$ cat src/rtl/fd_pipe_reg_pkg.sv
// Shared definitions for the F/D pipeline register and its address-exception checker.
// Exception codes, default PC values and the D-stage register bundle.
package fd_pipe_reg_pkg;

   localparam logic [4:0]  EXC_NONE  = 5'd0;
   localparam logic [4:0]  EXC_ADEL  = 5'd4;
   localparam logic [4:0]  EXC_RI    = 5'd10;
   localparam logic [31:0] NOP_INSTR = 32'h0000_0000;

   localparam logic [31:0] FD_RESET_PC  = 32'h0000_3000;
   localparam logic [31:0] FD_EXC_ENTRY = 32'h0000_4180;
   localparam logic [31:0] FD_IM_LO     = 32'h0000_3000;
   localparam logic [31:0] FD_IM_HI     = 32'h0000_6FFC;

   typedef struct packed {
      logic [31:0] pc;
      logic [31:0] pc8;
      logic [31:0] instr;
      logic [4:0]  exc;
      logic        bd;
      logic        valid;
   } fd_regs_t;

   // Link value; wraps modulo 2^32 by construction.
   function automatic logic [31:0] pc_link(input logic [31:0] pc);
      return pc + 32'd8;
   endfunction

   // A bubble keeps a meaningful PC but carries no instruction, exception or delay-slot flag.
   function automatic fd_regs_t bubble(input logic [31:0] pc);
      fd_regs_t b;
      b.pc    = pc;
      b.pc8   = pc_link(pc);
      b.instr = NOP_INSTR;
      b.exc   = EXC_NONE;
      b.bd    = 1'b0;
      b.valid = 1'b0;
      return b;
   endfunction

endpackage

$ cat src/rtl/fd_pipe_reg_if.sv
// F/D boundary bundle: pipeline control, fetch-side inputs and decode-side outputs.
// master drives the F side and control; slave is the pipeline register itself.
interface fd_pipe_reg_if;
   logic        stall;
   logic        flush;
   logic        req;
   logic [31:0] F_pc;
   logic [31:0] F_instr;
   logic        F_bd;
   logic [31:0] D_pc;
   logic [31:0] D_pc8;
   logic [31:0] D_instr;
   logic [4:0]  D_exc;
   logic        D_bd;
   logic        D_valid;
   logic [31:0] stall_cnt;

   modport master (
      output stall, flush, req, F_pc, F_instr, F_bd,
      input  D_pc, D_pc8, D_instr, D_exc, D_bd, D_valid, stall_cnt
   );

   modport slave (
      input  stall, flush, req, F_pc, F_instr, F_bd,
      output D_pc, D_pc8, D_instr, D_exc, D_bd, D_valid, stall_cnt
   );
endinterface

$ cat src/rtl/fd_exc_detect.sv
// Combinational address-error check: misaligned word address or outside [im_lo, im_hi].
// Shared with the M-stage load address check, so the window comes in as ports.
module fd_exc_detect
   import fd_pipe_reg_pkg::*;
(
   input  logic [31:0] pc,
   input  logic [31:0] im_lo,
   input  logic [31:0] im_hi,
   output logic [4:0]  exc
);

   logic misaligned;
   logic out_of_range;

   assign misaligned   = (pc[1:0] != 2'b00);
   assign out_of_range = (pc < im_lo) || (pc > im_hi);
   assign exc          = (misaligned || out_of_range) ? EXC_ADEL : EXC_NONE;

endmodule

$ cat src/rtl/fd_pipe_reg.sv
// F/D pipeline register with priority reset > req > flush > stall > load.
// Define FD_STALL_CNT_EN to build the saturating stall-cycle counter; otherwise stall_cnt reads 0.
module fd_pipe_reg
   import fd_pipe_reg_pkg::*;
#(
   parameter logic [31:0] RESET_PC  = FD_RESET_PC,
   parameter logic [31:0] EXC_ENTRY = FD_EXC_ENTRY,
   parameter logic [31:0] IM_LO     = FD_IM_LO,
   parameter logic [31:0] IM_HI     = FD_IM_HI
)
(
   input  logic          clk,
   input  logic          reset,
   fd_pipe_reg_if.slave  bus
);

   fd_regs_t   d_q;
   fd_regs_t   d_nxt;
   fd_regs_t   load_val;
   logic [4:0] f_exc;

   fd_exc_detect u_exc_detect (
      .pc    (bus.F_pc),
      .im_lo (IM_LO),
      .im_hi (IM_HI),
      .exc   (f_exc)
   );

   always_comb begin
      load_val.pc    = bus.F_pc;
      load_val.pc8   = pc_link(bus.F_pc);
      load_val.exc   = f_exc;
      load_val.instr = (f_exc == EXC_NONE) ? bus.F_instr : NOP_INSTR;
      load_val.bd    = bus.F_bd;
      load_val.valid = 1'b1;
   end

   always_comb begin
      d_nxt = d_q;
      if (bus.req) begin
         d_nxt = bubble(EXC_ENTRY);
      end else if (bus.flush) begin
         d_nxt = bubble(bus.F_pc);
      end else if (!bus.stall) begin
         d_nxt = load_val;
      end
   end

   always_ff @(posedge clk) begin
      if (reset) begin
         d_q <= bubble(RESET_PC);
      end else begin
         d_q <= d_nxt;
      end
   end

   assign bus.D_pc    = d_q.pc;
   assign bus.D_pc8   = d_q.pc8;
   assign bus.D_instr = d_q.instr;
   assign bus.D_exc   = d_q.exc;
   assign bus.D_bd    = d_q.bd;
   assign bus.D_valid = d_q.valid;

`ifdef FD_STALL_CNT_EN
   logic [31:0] stall_cnt_q;
   logic        stall_hold;

   // Only true holds count; squashed or redirected stall cycles do not.
   assign stall_hold = bus.stall && !bus.req && !bus.flush;

   always_ff @(posedge clk) begin
      if (reset) begin
         stall_cnt_q <= 32'h0;
      end else if (stall_hold && (stall_cnt_q != 32'hFFFF_FFFF)) begin
         stall_cnt_q <= stall_cnt_q + 32'd1;
      end
   end

   assign bus.stall_cnt = stall_cnt_q;
`else
   assign bus.stall_cnt = 32'h0;
`endif

endmodule
$ cat src/flat_wrapper.sv
// flat-port wrapper written by rule: the top's interface ports become plain ports
module fd_pipe_reg_flat import fd_pipe_reg_pkg::*;
#(
   parameter logic [31:0] RESET_PC  = FD_RESET_PC,
   parameter logic [31:0] EXC_ENTRY = FD_EXC_ENTRY,
   parameter logic [31:0] IM_LO     = FD_IM_LO,
   parameter logic [31:0] IM_HI     = FD_IM_HI
)
  (clk, reset, bus_stall, bus_flush, bus_req, bus_F_pc, bus_F_instr, bus_F_bd, bus_D_pc, bus_D_pc8, bus_D_instr, bus_D_exc, bus_D_bd, bus_D_valid, bus_stall_cnt);
  fd_pipe_reg_if bus_i ();
  input  logic clk;
  input  logic reset;
  input wire logic [$bits(bus_i.stall)-1:0] bus_stall;
  input wire logic [$bits(bus_i.flush)-1:0] bus_flush;
  input wire logic [$bits(bus_i.req)-1:0] bus_req;
  input wire logic [$bits(bus_i.F_pc)-1:0] bus_F_pc;
  input wire logic [$bits(bus_i.F_instr)-1:0] bus_F_instr;
  input wire logic [$bits(bus_i.F_bd)-1:0] bus_F_bd;
  output wire logic [$bits(bus_i.D_pc)-1:0] bus_D_pc;
  output wire logic [$bits(bus_i.D_pc8)-1:0] bus_D_pc8;
  output wire logic [$bits(bus_i.D_instr)-1:0] bus_D_instr;
  output wire logic [$bits(bus_i.D_exc)-1:0] bus_D_exc;
  output wire logic [$bits(bus_i.D_bd)-1:0] bus_D_bd;
  output wire logic [$bits(bus_i.D_valid)-1:0] bus_D_valid;
  output wire logic [$bits(bus_i.stall_cnt)-1:0] bus_stall_cnt;
  assign bus_i.stall = bus_stall;
  assign bus_i.flush = bus_flush;
  assign bus_i.req = bus_req;
  assign bus_i.F_pc = bus_F_pc;
  assign bus_i.F_instr = bus_F_instr;
  assign bus_i.F_bd = bus_F_bd;
  assign bus_D_pc = bus_i.D_pc;
  assign bus_D_pc8 = bus_i.D_pc8;
  assign bus_D_instr = bus_i.D_instr;
  assign bus_D_exc = bus_i.D_exc;
  assign bus_D_bd = bus_i.D_bd;
  assign bus_D_valid = bus_i.D_valid;
  assign bus_stall_cnt = bus_i.stall_cnt;
  fd_pipe_reg #(.RESET_PC(RESET_PC), .EXC_ENTRY(EXC_ENTRY), .IM_LO(IM_LO), .IM_HI(IM_HI)) u_core (.clk(clk), .reset(reset), .bus(bus_i));
endmodule
$ cat config.mk
export PLATFORM = sky130hd
export DESIGN_NAME = fd_pipe_reg_flat
export DESIGN_NICKNAME = d
export VERILOG_FILES = /design/src/rtl/fd_pipe_reg_pkg.sv /design/src/rtl/fd_pipe_reg_if.sv /design/src/rtl/fd_exc_detect.sv /design/src/rtl/fd_pipe_reg.sv /design/src/flat_wrapper.sv
export SDC_FILE = /design/constraint.sdc
export NUM_CORES = 1
export LEC_CHECK = 0
export ABC_AREA = 1
export BUFFER_PORTS_ARGS = -buffer_cell sky130_fd_sc_hd__buf_2
export CAP_MARGIN = 20
export CORE_ASPECT_RATIO = 1.75
export CORE_UTILIZATION = 52
export DETAILED_ROUTE_END_ITERATION = 16
export PLACE_DENSITY_LB_ADDON = 0.3
export SLEW_MARGIN = 25
export SYNTH_ARGS = -nofsm -noshare
export SYNTH_HDL_FRONTEND = slang
export SYNTH_HIERARCHICAL = 1
export SYNTH_SLANG_ARGS = --single-unit
$ cat constraint.sdc
create_clock -name clk -period 2.82 [get_ports clk]
set_clock_uncertainty 0.05 [all_clocks]
set_input_delay 0.423 -clock clk [delete_from_list [all_inputs] [get_ports clk]]
set_output_delay 0.423 -clock clk [all_outputs]
set_load 0.02 [all_outputs]
# Word-level counts from Yosys, hierarchy flattened
# Cells that the tools add are included.
[totals]
regBits = 103
input_bits = 70
output_inout_bits = 135
[classes]
add_sub_neg = 1
n_lt_le_gt_ge = 2
n_eq_ne = 2
muxes = 5
n_reduce_logical = 6
[ops]
columns = ["cell", "count"]
rows = [
  ["103-bit two-way mux", 2],
  ["86-bit two-way mux", 1],
  ["32-bit by 4-bit adder with 32-bit output (second input constant)", 1],
  ["32-bit by 15-bit greater-than comparator with 1-bit output (second input constant)", 1],
  ["32-bit by 14-bit < comparator with 1-bit output (second input constant)", 1],
  ["32-bit two-way mux", 1],
  ["5-bit logical NOT", 1],
  ["3-bit two-way mux", 1],
  ["3-bit by 1-bit inequality test with 1-bit output (second input constant)", 1],
  ["3-bit OR reduction", 1],
  ["1-bit logical OR", 2],
  ["2-bit by 1-bit inequality test with 1-bit output (second input constant)", 1],
  ["2-bit nonzero test", 1],
  ["2-bit OR reduction", 1],
]

# Depth between registers and ports, before layout
# Gate-level depths: netlist of the first run.
[logic_depth]
ltp_word = 9
mapped_depth = 20
mapped_depth_nobuf = 19

# Cells and area by module
# The synthesis of the first run kept the hierarchy.
[modules_own_cells]
columns = ["module", "n_inst", "cells_per_inst", "area_per_inst_um2", "seq_area_each_um2"]
rows = [
  ["fd_pipe_reg", 1, 631, 4588.2, 2001.9],
  ["fd_exc_detect", 1, 277, 1739.2, 0.0],
]

# Worst setup path before layout of the first run
# Ideal clock, no wire load.
[synth_path]
kind = "input port to flip-flop"
startpoint = "in bus_F_pc[31]"
endpoint = "reg u_core.d_q, in the netlist u_core/bus.D_instr[10]"
arrival_time_ns = 2.044
required_time_ns = 2.700
path_slack_ns = 0.656
path_stages = 13
path_buffers = 1
cell_sequence = "ha_1 > nand2_2 > nor2_4 > nand2_2 > nor4_4 > nand2_1 > nand2_1 > nand3_2 > nor3_1 > nor3b_2 > buf_2 > nand2_1 > a21oi_1"
[synth_via]
elab_chain_len = 6
[synth_lines]
columns = ["element", "line", "text"]
rows = [
  ["start: declaration", "flat_wrapper.sv:16", "input wire logic [$bits(bus_i.F_pc)-1:0] bus_F_pc;"],
  ["32-bit by 14-bit < comparator with 1-bit output or 32-bit by 15-bit greater-than comparator with 1-bit output (tied branches)", "fd_exc_detect.sv:16", "assign out_of_range = (pc < im_lo) || (pc > im_hi);"],
  ["1-bit logical OR *", "fd_exc_detect.sv:16", ""],
  ["1-bit logical OR *", "fd_exc_detect.sv:17", "assign exc = (misaligned || out_of_range) ? EXC_ADEL : EXC_NONE;"],
  ["3-bit two-way mux *", "fd_exc_detect.sv:17", ""],
  ["via u_core.f_exc[2]", "fd_pipe_reg.sv:20", "logic [4:0] f_exc;"],
  ["5-bit logical NOT *", "fd_pipe_reg.sv:33", "load_val.instr = (f_exc == EXC_NONE) ? bus.F_instr : NOP_INSTR;"],
  ["32-bit two-way mux *", "fd_pipe_reg.sv:33", ""],
  ["end signal: assignment", "fd_pipe_reg.sv:51", "d_q <= bubble(RESET_PC);"],
  ["end signal: assignment", "fd_pipe_reg.sv:53", "d_q <= d_nxt;"],
  ["end: declaration", "fd_pipe_reg.sv:17", "fd_regs_t d_q;"],
]
# The timed path passes the listed nets; every way through them passes the cells marked *.
# A chain may end at the register's enable or synchronous reset.

# Final worst setup path of the first run
[layout_path]
startpoint = "in bus_F_pc[23]"
endpoint = "reg u_core.d_q, in the netlist u_core/bus.D_instr[18]"
# The elaborated chain is that of the path after synthesis.

==> impl_metrics.toml, run 1 <==
[setup_path]
end_kind = "flop"
r2r_end = "u_core/bus.D_pc8[8]"
crit_arrival_ns = 2.46
cp_data_required_time_ns = 3.04
crit_start = "bus_F_pc[23]"
cp-start-kind = "input port"
regToRegSetupSlack_ns = 1.97
path_class = "in -> reg"
r2r_cells = 4
worstPathMaxFanout = 32
reg2reg_from = "u_core/bus.D_pc8[8]"

[routing]
antenna_left = 0
first_iter_violations = 320
vias = 6276
avgRoutedWirePerCell_um = 12.49
dr.pass1.iters = 5
drc = 0
vias_per_cell = 4.934
wl_um = 15890

[die]
start_util_pct = 53.01
die_area_um2 = 12630
core_um2 = 11940
die_x_um = 85.39
row_count = 53
die_y_um = 147.9
ios = 205

[placement]
dp_hpwl_um = 12310
gp_congestion = 0.8829
io_buffers = 172

[grt]
grt_pass1_vias = 5747
grt_antenna_before_repair = 0
grt-ovfl-total = 0
gr-usage-all-layers_pct = 25.31
grt_max_degree = 59
grt_pass1_wl_um = 25580

[flow_run]
cap_violations = 0

[sta]
maxSlewViolCount = 0
hold_viol = 0
post-route-min-period_ns = 2.240
setup_tns_ns = 0
rsz0062_at_grt = "false"
finalSetupViolCount = 0
max_freq_mhz = 446.4
min_period_over_period_pct = 79.44

[pwr]
netSwitchingFraction_pct = 32.32
p_clk_share_pct = 36.3
seqPwrFrac_pct = 43.3
leakage_nw = 4.002
netSwitchingPower_mw = 1.110
pwr-share-comb_pct = 20.3
peakVddDrop_v = 0.0003164
power_density_nw_per_um2 = 446.6
p_int_mw = 2.324

[synthesis]
ys_seq_area_share_pct = 31.64
syn_area_um2 = 6327
syn_inst = 908
ys_ff_latch = 100
avgSynthCellArea_um2 = 6.968
yosys_warnings = 6
synth_cell_types = 39

[clocking]
cts.path.max_buffers = 2
post_cts_resized = 0
ctsHoldBuffers = 0
cts_buffers = 9
clk_latency_ns = 0.35
tritoncts = "built"
cts_setup_buffers = 0
h-tree-depth = 3
cts_root_buf = "clkbuf_16"
clock-sinks = 100
clk_pin_slew_ns = 0.08

[finish]
layout_commonest_cell = "nand2_1"
drive_gt1_share_pct = 20.88
final_cell_mix = "229 x nand2_1, 172 x buf_2, 116 x inv_1"
utilization_pct = 64.40
antenna_cells = 0
synthToLayoutAreaGrowth_pct = 21.49
fillers = 1134
nNetsFinal = 1264

[worst_hold_path]
hold_path_class = "in -> reg"
min_from = "bus_F_instr[3]"
whs_endpoint = "u_core/bus.D_instr[3]"
hold_depth = 3

[status]
run_status = "complete, no violations"
power groups by stage:
stage / combinational [mW] / sequential [mW] / clock, mW
floorplan: 0.438 / 1.59 / 0
global placement: 0.674 / 1.52 / 0
detailed placement: 0.685 / 1.52 / 0
CTS: 0.688 / 1.49 / 1.27
global route: 0.786 / 1.49 / 1.33
finish: 0.697 / 1.49 / 1.25
flip-flops by register name (all words and copies together) (netlist names):
signal / count
u_core/bus.D_valid: 1
u_core/bus.D_bd: 1
u_core/bus.D_instr: 32
u_core/bus.D_pc: 32
u_core/bus.D_exc: 5
u_core/bus.D_pc8: 29
kinds of logic (layout without fill, tap and decap cells):
family | count (synthesis) | in the layout | share of synthesized area (%)
AND/OR/NAND/NOR | 383 | 383 | 27.19
buffers and inverters | 189 | 319 | 14.24
AO/OA/AOI/OAI | 167 | 167 | 13.82
flip-flops | 100 | 100 | 31.64
adder cells (fa/ha/maj) | 64 | 64 | 12.66
other | 3 | 100 | 0.1780
XOR/XNOR | 2 | 2 | 0.2769
routing by layer:
metal	vias up	wire, um	share of wire (%)	global-route usage [%]
li1	3220	-	-	-
met1	2807	6233	39	26.81
met2	221	8273	52	47.42
met3	28	945	5.9	4.467
met4	0	433	2.7	12.25
met5	-	0	0	0
critical path, cell delays in order:
cell	delay (ns)
buf_2	0.16
ha_1	0.31
nand2_1	0.08
nor2_1	0.17
nand4_1	0.11
nor2_1	0.13
nand2_1	0.07
nand2_1	0.06
nand3_2	0.08
nor3_1	0.19
nor3b_4	0.25
buf_12	0.20
nand2_1	0.07
a21oi_1	0.14
synth_stat cells, drive strengths merged:
cell type	n	area share, %
a211oi	1	0.12
o21a	3	0.36
buf	58	6.5
nand4	12	1.3
o21ai	57	4.5
nor3b	1	0.20
o211ai	4	0.47
xnor2	2	0.28
clkbuf	10	0.59
nor2	85	6.1
nor4	3	0.53
a21oi	97	7.7
dfxtp	100	32
ha	64	13
and3	2	0.20
clkinv	2	0.12
inv	119	7.1
nand2	238	15
a31oi	3	0.30
a221o	1	0.16
conb	3	0.18
nor3	9	0.95
o221a	1	0.18
nand3	33	3.2
through the flow:
step	area, um^2	setup slack, ns	hold slack (ns)	instances	power (mW)
after floorplan	6691	0.6561	0.4774	1005	2.024
after global placement	7383	0.3187	0.3836	1256	2.194
after detailed placement	7383	0.2657	0.3865	1256	2.206
after CTS	7687	0.5785	0.2539	1272	3.448
after global routing	7687	0.3234	0.2596	1272	3.610
final	7687	0.5799	0.2578	1272	3.433
worst max path at each step:
stage / endpoint / slack, ns / cells past startpoint
after global routing: u_core/bus.D_instr[14] / 0.32 / 16
after global placement: u_core/bus.D_instr[29] / 0.32 / 14
final: u_core/bus.D_instr[18] / 0.58 / 14
after floorplan: u_core/bus.D_instr[10] / 0.66 / 13
after CTS: u_core/bus.D_instr[18] / 0.58 / 14
after detailed placement: u_core/bus.D_instr[18] / 0.27 / 14
cell type report:
| class | count | area [um^2] | area share (%) |
|---|---|---|---|
| tap | 137 | 171.4 | 2.230 |
| inverter | 121 | 454.2 | 5.908 |
| sequential | 100 | 2002 | 26.04 |
| multi-input combinational | 716 | 3795 | 49.37 |
| clock buffer | 9 | 225.2 | 2.930 |
| timing repair buffer | 182 | 960.9 | 12.50 |
| clock inverter | 7 | 78.83 | 1.025 |
Power figures use the tool's default switching activity.
==> run 2, diff against run 1 <==
- CORE_UTILIZATION: 52 -> 47
- clock period: 2.82 -> 1.9 ns (I/O delays scaled with it)
==> run 2 against run 1 <==
Net effect:
- the run now ends with setup timing left
- global-route usage increased by 0.88 points
- design area increased by 16%
- sequential power increased by 48%
- core utilization increased by 4.1 points
- final cell count increased by 6.6%
- worst setup slack got worse by 0.71 ns
- clock power increased by 52%
- register-to-register slack got worse by 0.97 ns
- critical path type unchanged
==> impl_metrics.toml, run 2 (synthesis results as in run 1) <==
[pwr]
power_density_nw_per_um2 = 607.0
peakVddDrop_v = 0.0004701
leakage_nw = 4.387
power_mw = 5.411

[placement]
gp_congestion = 0.9026
preCtsSetupSlack_ns = -0.5031
dp_hpwl_um = 13510
dp_cells = 1331
post_dp_cell_area_um2 = 7975
io_buffers = 172

[finish]
utilization_pct = 68.53
synthToLayoutAreaGrowth_pct = 40.87
layout_commonest_cell = "nand2_1"
stdcell_area_um2 = 8914
seqCellArea_um2 = 2002
nNetsFinal = 1314
drive_gt1_share_pct = 30.97
antenna_cells = 0
final_cell_mix = "199 x nand2_1, 149 x buf_2, 115 x inv_1"
fin_cells = 1356
multi_input_area_um2 = 4397
fillers = 1102

[sta]
hold_viol = 0
post-route-min-period_ns = 2.033
finalSetupViolCount = 32
worst_slack_ns = -0.1332
max_freq_mhz = 491.8
min_period_over_period_pct = 107.0
worst_slew_pin_slew_ns = 0.6320
relSlewSlack_pct = 57.86
maxSlewViolCount = 0
rsz0062_at_grt = "true"

[clocking]
cts_buffers = 9
tritoncts = "built"
clock-sinks = 100
cts.path.max_buffers = 2
cts_root_buf = "clkbuf_16"
clk_pin_slew_ns = 0.08
ctsHoldBuffers = 0
clk_latency_ns = 0.36
h-tree-depth = 3

[setup_path]
critPathSlowestCell = "ha_4"
path_class = "in -> reg"
r2r_end = "u_core/bus.D_pc8[8]"
max_stage_delay_ns = 0.26
r2r_cells = 4
regToRegSetupSlack_ns = 1.00
crit_arrival_ns = 2.27
crit_path_cell_trace = "buf_4, ha_4, nand2_1, nor2_1, nand2_1, nand2_2, nand2_1, nand2_2, nand2_1, nand2_1, nand3_2, nor3_2, nor3b_4, buf_6, clkbuf_16, nand2_1, a21oi_1"
cpLargestDelayFamily = "simple AND/OR/NAND/NOR gates"
crit_path_frequent_cell = "nand2_1"
end_kind = "flop"
cp-start-kind = "input port"
path_buf_inv = 3
worstPathMaxFanout = 8
cp_data_required_time_ns = 2.13
reg2reg_from = "u_core/bus.D_pc8[8]"

[die]
die_x_um = 89.71
die_area_um2 = 13950
start_util_pct = 48.65
core_um2 = 13010
ios = 205
die_y_um = 155.5
row_count = 55

[grt]
grt_pass1_wl_um = 29100
gr-usage-all-layers_pct = 26.19
grt_pass1_vias = 6339
grt_max_degree = 72
grt-ovfl-total = 0
grt_antenna_before_repair = 0

[status]
violations = "setup timing"
run_status = "finished with violations"

[routing]
vias = 6607
vias_per_cell = 4.872
wl_um = 18460
first_iter_violations = 356
avgRoutedWirePerCell_um = 13.61
drc = 0
antenna_left = 0
dr.pass1.iters = 5

[worst_hold_path]
whs_endpoint = "u_core/bus.D_instr[25]"
hold_path_class = "in -> reg"
hold_depth = 3
min_from = "bus_F_instr[25]"

[flow_run]
cap_violations = 0
==> run 2: timing repair <==
item / in CTS / in global routing
resized for setup: 79 / 38
setup buffers: 10 / 0
setup endpoints to repair: 32 / 33
pin swaps: 7 / 17
gates cloned: 2 / 1
==> run 2: worst min-delay path, cell delays in order <==
cell	delay, ns
buf_2	0.10
nand2_2	0.04
a21oi_1	0.05
==> run 2: layout make-up <==
type / instances / area share [%]
Sequential cell: 100 / 22.46
Clock buffer: 9 / 2.527
Tap cell: 171 / 2.400
Timing Repair Buffer: 232 / 17.22
Clock inverter: 7 / 0.9686
Inverter: 121 / 5.095
Multi-Input combinational cell: 716 / 49.33
==> run 2: stage by stage <==
| step | hold slack, ns | setup TNS (ns) |
|---|---|---|
| after floorplan | 0.3398 | -1.932 |
| after global placement | 0.3975 | -14.07 |
| after detailed placement | 0.3995 | -15.72 |
| final | 0.1105 | -2.891 |
| after global routing | 0.1122 | -5.797 |
| after CTS | 0.09978 | -2.119 |
==> run 2: power breakdown <==
part           total [mW]  internal (mW)  switching [mW]
Clock                1.90          0.945           0.954
Sequential           2.21           2.17          0.0399
Combinational        1.30          0.505           0.794
Total                5.41           3.62            1.79
==> run 2: worst max path at each step <==
stage,from,end,cells after the start,slack [ns]
finish,bus_F_pc[7],u_core/bus.D_instr[8],17,-0.13
global route,bus_F_pc[13],u_core/bus.D_instr[1],16,-0.20
CTS,bus_F_pc[13],u_core/bus.D_instr[5],17,-0.12
detailed placement,bus_F_pc[23],u_core/bus.D_instr[28],14,-0.50
global placement,bus_F_pc[15],u_core/bus.D_instr[5],14,-0.45
floorplan,bus_F_pc[29],u_core/bus.D_instr[11],13,-0.07
==> run 2: layer usage <==
metal	GRT usage [%]	share of wire, %	up-vias
met2	51.21	55	233
met5	0	0	-
li1	-	-	3328
met3	4.985	5.5	57
met1	25.66	36	2989
met4	13.74	4.2	0
